File: src/rtl/prbs_pkg.sv
// prbs_pkg: shared defaults and state encoding for the PRBS checker.
package prbs_pkg;

    localparam int ORDER_DEF       = 5;
    localparam int TAP_DEF         = 3;
    localparam int LOCK_CNT_DEF    = 16;
    localparam int WINDOW_DEF      = 31;
    localparam int LOSS_THRESH_DEF = 4;

    typedef enum logic {
        SEARCH = 1'b0,
        LOCKED = 1'b1
    } state_e;

endpackage

File: src/rtl/prbs_predictor.sv
// prbs_predictor: history shift register and next-bit prediction for the recurrence.
module prbs_predictor
    import prbs_pkg::*;
#(
    parameter int ORDER = ORDER_DEF,
    parameter int TAP   = TAP_DEF
) (
    input  logic clk,
    input  logic rst,
    input  logic shift_i,
    input  logic use_pred_i,
    input  logic din_i,
    output logic pred_o
);

    logic [ORDER-1:0] hist_q, hist_d;

    assign pred_o = hist_q[ORDER-1] ^ hist_q[TAP-1];

    // Shift in either the received bit or the prediction (free-running reference).
    always_comb begin
        hist_d = shift_i ? {hist_q[ORDER-2:0], use_pred_i ? pred_o : din_i} : hist_q;
    end

    // History register with synchronous active-low reset.
    always_ff @(posedge clk) begin
        if (!rst) hist_q <= '0;
        else      hist_q <= hist_d;
    end

endmodule

File: config.mk
export PLATFORM = sky130hd
export DESIGN_NAME = prbs_predictor
export DESIGN_NICKNAME = d
export VERILOG_FILES = /design/src/rtl/prbs_pkg.sv /design/src/rtl/prbs_predictor.sv
export SDC_FILE = /design/constraint.sdc
export NUM_CORES = 1
export LEC_CHECK = 0
export CAP_MARGIN = 0
export CORE_AREA = 8 8 45 47
export CTS_CLUSTER_SIZE = 20
export DETAILED_ROUTE_END_ITERATION = 8
export DIE_AREA = 0 0 53 55
export PLACE_DENSITY_LB_ADDON = 0.12
export SYNTH_ARGS = -nofsm -noshare
export SYNTH_HDL_FRONTEND = slang
export SYNTH_SLANG_ARGS = --single-unit
File: constraint.sdc
create_clock -name clk -period 2.47 [get_ports clk]
set_input_delay 0.3705 -clock clk [delete_from_list [all_inputs] [get_ports clk]]
set_output_delay 0.3705 -clock clk [all_outputs]
set_load 0.05 [all_outputs]
==> results of run 1 <==
[layout make-up]
| class | count | area (um^2) |
|---|---|---|
| Multi-Input combinational cell | 13 | 106 |
| Sequential cell | 5 | 100 |
| Fill cell | 148 | 1080 |
| Tap cell | 16 | 20.0 |
| Clock buffer | 4 | 26.3 |
| Timing Repair Buffer | 5 | 50.0 |
[worst reg2reg max path: cells and delay by family, from the launching register on]
| family | cells | cell delay (ns) |
|---|---|---|
| compound gates | 1 | 0.32 |
| xor+xnor | 1 | 0.17 |
| flops | 1 | 0.31 |
[power groups by stage]
stage          clock network [mW]  registers (mW)  logic [mW]
4_1_cts                    0.0975          0.0829      0.0158
3_3_place_gp                    0          0.0844      0.0155
2_1_floorplan                   0          0.0842     0.00866
3_5_place_dp                    0          0.0843      0.0157
6_report                   0.0927          0.0829      0.0155
5_1_grt                     0.109          0.0829      0.0170
[final timing paths]
kind,to,cells after the start,slack (ns),from
max,pred_o,2,0.48,hist_q[2]
min,hist_q[3],2,0.51,hist_q[3]
max reg2reg,hist_q[0],2,1.56,hist_q[4]
min reg2reg,hist_q[3],2,0.51,hist_q[3]
[cell usage after synthesis]
library cell | n | area (um^2)
mux2i_1 | 4 | 40.0
buf_6 | 1 | 11.3
and4b_1 | 1 | 10.0
xor2_1 | 1 | 8.76
nor2b_1 | 5 | 31.3
and3_1 | 1 | 6.26
dfxtp_1 | 5 | 100
a221o_1 | 1 | 10.0
[layer usage]
| layer | part of all wire | vias to the layer above | global-route usage |
|---|---|---|---|
| met5 | 0 | - | 0 |
| met4 | 0.025 | 0 | 0.0647 |
| met3 | 0.042 | 2 | 0.0321 |
| met2 | 0.46 | 2 | 0.0508 |
| met1 | 0.47 | 71 | 0.0380 |
| li1 | - | 84 | - |
[cell families (layout without fill, tap and decap cells)]
| family | after synthesis | count (layout) | share of synthesized area |
|---|---|---|---|
| buf+inv | 1 | 9 | 0.0517 |
| mux | 4 | 4 | 0.184 |
| simple gates | 7 | 7 | 0.218 |
| compound gates | 1 | 1 | 0.0460 |
| xor+xnor | 1 | 1 | 0.0402 |
| flops | 5 | 5 | 0.460 |
[stage by stage]
step                instances  power, mW  setup slack, ns
floorplan                  19     0.0928            0.961
global placement           39     0.0999            0.713
detailed placement         39      0.100            0.713
finish                     43      0.191            0.475
CTS                        43      0.196            0.447
global route               43      0.209            0.352
==> results.md, run 1 <==
* Critical Path AT at 1.62 ns
* Die H at 55 um
* CTS root buf: clkbuf_4
* Mean Syn Cell Area at 11.5 um^2
* Final instance area at 303 um^2
* YS warnings at 0
* Postcts setup bufs at 0
* CTS resizes at 0
* Nets at 33
* Drt drc at 0
* CP endpoint kind: output pin
* Cells after synthesis at 19
* Synthesized Nets at 24
* Startpoint types: register
* Overall routing resource usage at 0.0426
* Sink Count at 5
* Seq/Total Area, Yosys at 0.460
* Setup violators final at 0
* Gate power share at 0.081
* Flop pwr share at 0.434
* WS Path Type: register to output pin
* DRT antenna net count at 0
* Buf/Inv on CP at 1
* Die width at 53 um
* Pwr dens at 631 mW/mm^2
* Hold Crit Class: register to register
* GP Congestion at 0.587
* Unrepaired setup endpoints after global routing: false
* Fin. max-slew vios at 0
* Final Cycle Share at 0.808
* Delay-heaviest family, CP: buffers and inverters
* Cell chain of the critical path: xor2_1 > clkdlybuf4s50_1
* Internal at 0.153 mW
* Count of state elements after synthesis at 5
* Measured slew at the worst slew-check pin at 0.496 ns
* Area Growth Syn to Fin at 39.1%
* Initial DRC count at 0
* Worst-Skew Late Latency at 0.24 ns
* Largest net degree at the start of global routing at 8
* Sw Pwr at 0.0379 mW
* Post-synth design cell area at 218 um^2
* P_leak at 0.128 nW
* CP max stage delay at 0.83 ns
* Share of cells above drive strength 1 at 0.111
* Max H-tree Level at 1
* Number of port buffers at 5
* Vias in the first global route at 174
* Number of flip-flops under the largest register name at 5
* Fin Clk Skew at 0.00384 ns
* Most frequent cells in the layout: 5 x nor2b_1, 5 x dfxtp_1, 5 x clkdlybuf4s50_1
* Status: complete, no violations
* Vias at 159
* Final core utilization at 0.219
* Die area at 0.00292 mm^2
* CTS buffer count at 3
* Fmax at 501 MHz
* # diodes at 0
* Setup TNS at 0 ns
* Regs by FF count: hist_q: 5 flops
* Max Root-Sink Buffers at 2
* Congestion Overflow GR at 0
* Final Hold Viols at 0
* Hold-fix buffers, CTS at 0
* WL/cell at 9.47 um
* Slowest CP cell: clkdlybuf4s50_1
* Max-Cap Viols at 0
* Global-route wire length before repair at 779 um
* Initial antenna violation count at 0
* Max_slew headroom at 0.668
* DRT Pass-1 Iters at 1
* Fin Hold WS at 0.514 ns
* Avg Vias per Cell at 3.70
* Biggest register: hist_q
* Sw Ratio at 0.198
* Top Ports at 6
* Unique masters post-synth at 8
* WL final at 407 um
* Post-layout minimum cycle time at 1.99 ns
* Clk pwr share at 0.485
* Cell Area, Placed at 277 um^2
* Critical path data required time at 2.10 ns
* Core area at 0.00138 mm^2
* Crit-path max FO at 3
* CTS tree: yes
* Clock transition at path regs at 0.04 ns
* Row cnt at 14
* Worst vdd ir at 0.188 mV
* Starting Density at 0.157
No activity file was read; power rests on OpenSTA's default activity.
==> run 2: changes to the inputs <==
==> constraint.sdc (replaced) <==
create_clock -name clk -period 1.93 [get_ports clk]
set_input_delay 0.2895 -clock clk [delete_from_list [all_inputs] [get_ports clk]]
set_output_delay 0.2895 -clock clk [all_outputs]
set_load 0.05 [all_outputs]
==> results.md, run 2 (synthesis results as in run 1) <==
* Postcts setup bufs at 0
* Initial DRC count at 1
* Starting Density at 0.157
* Filler Cell Count at 157
* Row cnt at 14
* Overall routing resource usage at 0.0372
* Drt drc at 0
* CTS resizes at 0
* Pwr dens at 808 mW/mm^2
* Worst vdd ir at 0.291 mV
* Reg-to-reg critical path endpoint: hist_q[0]
* Max H-tree Level at 1
* Hold-fix buffers, CTS at 0
* Top Ports at 6
* CP max stage delay at 0.35 ns
* P_leak at 0.130 nW
* Fmax at 765 MHz
* DRT Pass-1 Iters at 2
* Max Root-Sink Buffers at 2
* Endpoint, Worst Hold: hist_q[4]
* Most frequent cells in the layout: 5 x nor2b_1, 5 x dfxtp_1, 4 x mux2i_1, 4 x clkdlybuf4s50_1, 3 x clkbuf_4
* Max-Cap Viols at 0
* Core area at 0.00138 mm^2
* WL final at 409 um
* Final instance area at 300 um^2
* Largest net degree at the start of global routing at 8
* Critical path data required time at 1.64 ns
* Clock transition at path regs at 0.04 ns
* Biggest register: hist_q
* Critical Path AT at 1.02 ns
* Unrepaired setup endpoints after global routing: false
* Startpoint types: register
* DRT antenna net count at 0
* Max_slew headroom at 0.792
* CP endpoint kind: output pin
* Final Cycle Share at 0.678
* WL/cell at 9.51 um
* R2R depth at 2
* Final Hold Viols at 0
* Vias at 160
* CTS tree: yes
* Fin. max-slew vios at 0
* Cell chain of the critical path: xor2_1 > buf_4
* Die width at 53 um
* Regs by FF count: hist_q: 5 flops
* Status: complete, no violations
* Post-layout minimum cycle time at 1.31 ns
* Hold Crit Class: register to register
* Worst hold stages at 2
* Global-route wire length before repair at 696 um
* Setup violators final at 0
* CTS buffer count at 3
* Sink Count at 5
* Worst-Skew Late Latency at 0.24 ns
* Worst R2R Setup Slack at 1.01 ns
* Die area at 0.00292 mm^2
* GP Congestion at 0.624
* Number of flip-flops under the largest register name at 5
* Vias in the first global route at 174
* Number of port buffers at 5
* Setup TNS at 0 ns
* Cell Area, Placed at 274 um^2
* Congestion Overflow GR at 0
* Hold_sp: hist_q[3]
* Buf/Inv on CP at 1
* Measured slew at the worst slew-check pin at 0.312 ns
* Delay-heaviest family, CP: flip-flops
* Worst R2R Start: hist_q[4]
* Avg Vias per Cell at 3.72
* Die H at 55 um
* Nets at 33
* Area Growth Syn to Fin at 37.9%
* WS Path Type: register to output pin
* Share of cells above drive strength 1 at 0.148
* Initial antenna violation count at 0
* CTS root buf: clkbuf_4
* # diodes at 0
* Fin Clk Skew at 0.000356 ns
* Crit-path max FO at 3
* Slowest CP cell: dfxtp_1
run 2: cell types whose count changed in the layout (fill, tap and decap cells not counted):
cell	before	now
buf_4	0	1
clkdlybuf4s50_1	5	4
run 2: cell type report:
| class | instances | area (um^2) | area share |
|---|---|---|---|
| repair buffers | 5 | 47.5 | 0.158 |
| multi-input cells | 13 | 106 | 0.354 |
| flip-flops and latches | 5 | 100 | 0.333 |
| clock buffers | 4 | 26.3 | 0.0875 |
| well taps | 16 | 20.0 | 0.0667 |
run 2: power by group:
| group | leakage (nW) | internal, mW | switching (mW) |
|---|---|---|---|
| clock | 0.0150 | 0.0779 | 0.0388 |
| combinational | 0.0743 | 0.0126 | 0.00720 |
| sequential | 0.0404 | 0.105 | 0.000847 |
| total | 0.130 | 0.196 | 0.0469 |
run 2: worst min-delay path, cell delays in order, from the launching register on:
cell and delay [ns]:
dfxtp_1 0.31, mux2i_1 0.06, nor2b_1 0.09
run 2: through the flow:
stage	setup slack, ns	cells	hold WS [ns]	util	power (mW)
floorplan	0.481	19	0.418	-	0.119
global placement	0.433	39	0.508	0.198	0.128
detailed placement	0.415	39	0.507	0.198	0.128
CTS	0.597	43	0.517	0.217	0.251
global route	0.531	43	0.558	0.217	0.259
finish	0.622	43	0.509	0.217	0.243
run 2: how the worst max path moves through the flow:
stage	start	to	slack, ns	cells after the start
finish	hist_q[2]	pred_o	0.62	2
floorplan	hist_q[2]	hist_q[0]	0.48	2
CTS	hist_q[2]	pred_o	0.60	2
global route	hist_q[2]	pred_o	0.53	2
global placement	shift_i	hist_q[0]	0.43	3
detailed placement	shift_i	hist_q[0]	0.41	3
run 2: metal layers:
| layer | GRT usage | vias to the layer above | part of all wire |
|---|---|---|---|
| met5 | 0 | - | 0 |
| met4 | 0.0259 | 0 | 0 |
| met3 | 0.0401 | 0 | 0.081 |
| met2 | 0.0547 | 4 | 0.48 |
| met1 | 0.0290 | 75 | 0.44 |
| li1 | - | 81 | - |
==> run 3: changes to the inputs <==
==> constraint.sdc (replaced) <==
create_clock -name clk -period 1.35 [get_ports clk]
set_input_delay 0.2025 -clock clk [delete_from_list [all_inputs] [get_ports clk]]
set_output_delay 0.2025 -clock clk [all_outputs]
set_load 0.05 [all_outputs]
==> results.md, run 3 (synthesis results as in run 1) <==
* Status: complete, no violations
* Worst-Skew Late Latency at 0.24 ns
* Fin Clk Skew at 0.00473 ns
* Critical Path AT at 1.04 ns
* Sink Count at 5
* Vias at 170
* Finished Layout Cells at 46
* CTS resizes at 0
* Max-Cap Viols at 0
* Flop pwr share at 0.430
* Global-route wire length before repair at 800 um
* Setup violators final at 0
* Dpl cells at 42
* WL/cell at 9.24 um
* CTS root buf: clkbuf_4
* Clk pwr share at 0.470
* GP Congestion at 0.581
* Hold Crit Class: register to register
* Nets at 36
* Initial antenna violation count at 0
* Share of cells above drive strength 1 at 0.267
* Hold-fix buffers, CTS at 0
* Setup TNS at 0 ns
* Starting Density at 0.157
* CP endpoint kind: output pin
* Fmax at 808 MHz
* # diodes at 0
* Most frequent cells in the layout: 5 x nor2b_1, 5 x dfxtp_1, 4 x mux2i_1, 4 x clkdlybuf4s50_1
* Post-layout minimum cycle time at 1.24 ns
* Final Cycle Share at 0.917
* Filler Cell Count at 147
* Max_slew headroom at 0.856
* Regs by FF count: hist_q: 5 flops
* R2R depth at 2
* Internal at 0.286 mW
* WS Path Type: register to output pin
* Top Ports at 6
* Final instance area at 343 um^2
* Sw Pwr at 0.0675 mW
* Cell Area, Placed at 317 um^2
* Fin Hold WS at 0.518 ns
* Biggest register: hist_q
* WL final at 425 um
* CTS tree: yes
* DRT Pass-1 Iters at 2
* Pwr dens at 1030 mW/mm^2
* Vias in the first global route at 202
* Initial DRC count at 2
* Worst vdd ir at 0.501 mV
* Die width at 53 um
* Area Growth Syn to Fin at 57.5%
* Sw Ratio at 0.191
* Max H-tree Level at 1
* Die H at 55 um
* Number of port buffers at 5
* Final core utilization at 0.248
* DRT antenna net count at 0
* Worst hold stages at 2
* Number of flip-flops under the largest register name at 5
* Max Root-Sink Buffers at 2
* Final Hold Viols at 0
* Drt drc at 0
* Register area at 100 um^2
* Startpoint types: register
* CTS buffer count at 3
* Row cnt at 14
* Core area at 0.00138 mm^2
* Postcts setup bufs at 0
* Crit-path max FO at 3
* Avg Vias per Cell at 3.70
* Fin. max-slew vios at 0
* Congestion Overflow GR at 0
* Critical path data required time at 1.15 ns
* Gate power share at 0.100
* Unrepaired setup endpoints after global routing: false
* Die area at 0.00292 mm^2
* Footprint of the multi-input gates at 114 um^2
* Clock transition at path regs at 0.04 ns
* Measured slew at the worst slew-check pin at 0.217 ns
* Overall routing resource usage at 0.0411
* P_leak at 0.146 nW
* Largest net degree at the start of global routing at 6
-- run 3: path summary, 6_finish.rpt --
kind | from | endpoint | slack [ns]
worst max register to register | hist_q[4] | hist_q[0] | 0.38
worst min register to register | hist_q[0] | hist_q[1] | 0.52
worst min-delay path | hist_q[0] | hist_q[1] | 0.52
worst max-delay path | hist_q[2] | pred_o | 0.11
-- run 3: cell type report --
class                           count  area share
Multi-Input combinational cell     13       0.332
Tap cell                           16      0.0584
Clock buffer                        4      0.0766
Sequential cell                     5       0.292
Timing Repair Buffer                8       0.241
-- run 3: metrics by stage --
step	power, mW	setup WS, ns
after floorplan	0.170	0.183
after global placement	0.190	0.0770
after detailed placement	0.190	0.0690
after CTS	0.364	0.0896
after global routing	0.384	0.0429
final	0.354	0.112
-- run 3: power by group through the flow --
stage | clock [mW] | sequential [mW] | combinational [mW]
floorplan | 0 | 0.154 | 0.0159
global placement | 0 | 0.155 | 0.0356
detailed placement | 0 | 0.155 | 0.0356
CTS | 0.176 | 0.152 | 0.0358
global route | 0.194 | 0.152 | 0.0382
finish | 0.166 | 0.152 | 0.0355
-- run 3: routing by layer --
layer | up-vias | track usage | part of all wire
met5 | - | 0 | 0
met4 | 0 | 0.0388 | 0
met3 | 0 | 0.0374 | 0.075
met2 | 2 | 0.0508 | 0.50
met1 | 82 | 0.0397 | 0.42
li1 | 86 | - | -
-- run 3: worst max-delay path, stage by stage, from the launching register on --
cell and delay (ns):
dfxtp_1 0.39, xor2_2 0.23, buf_12 0.17
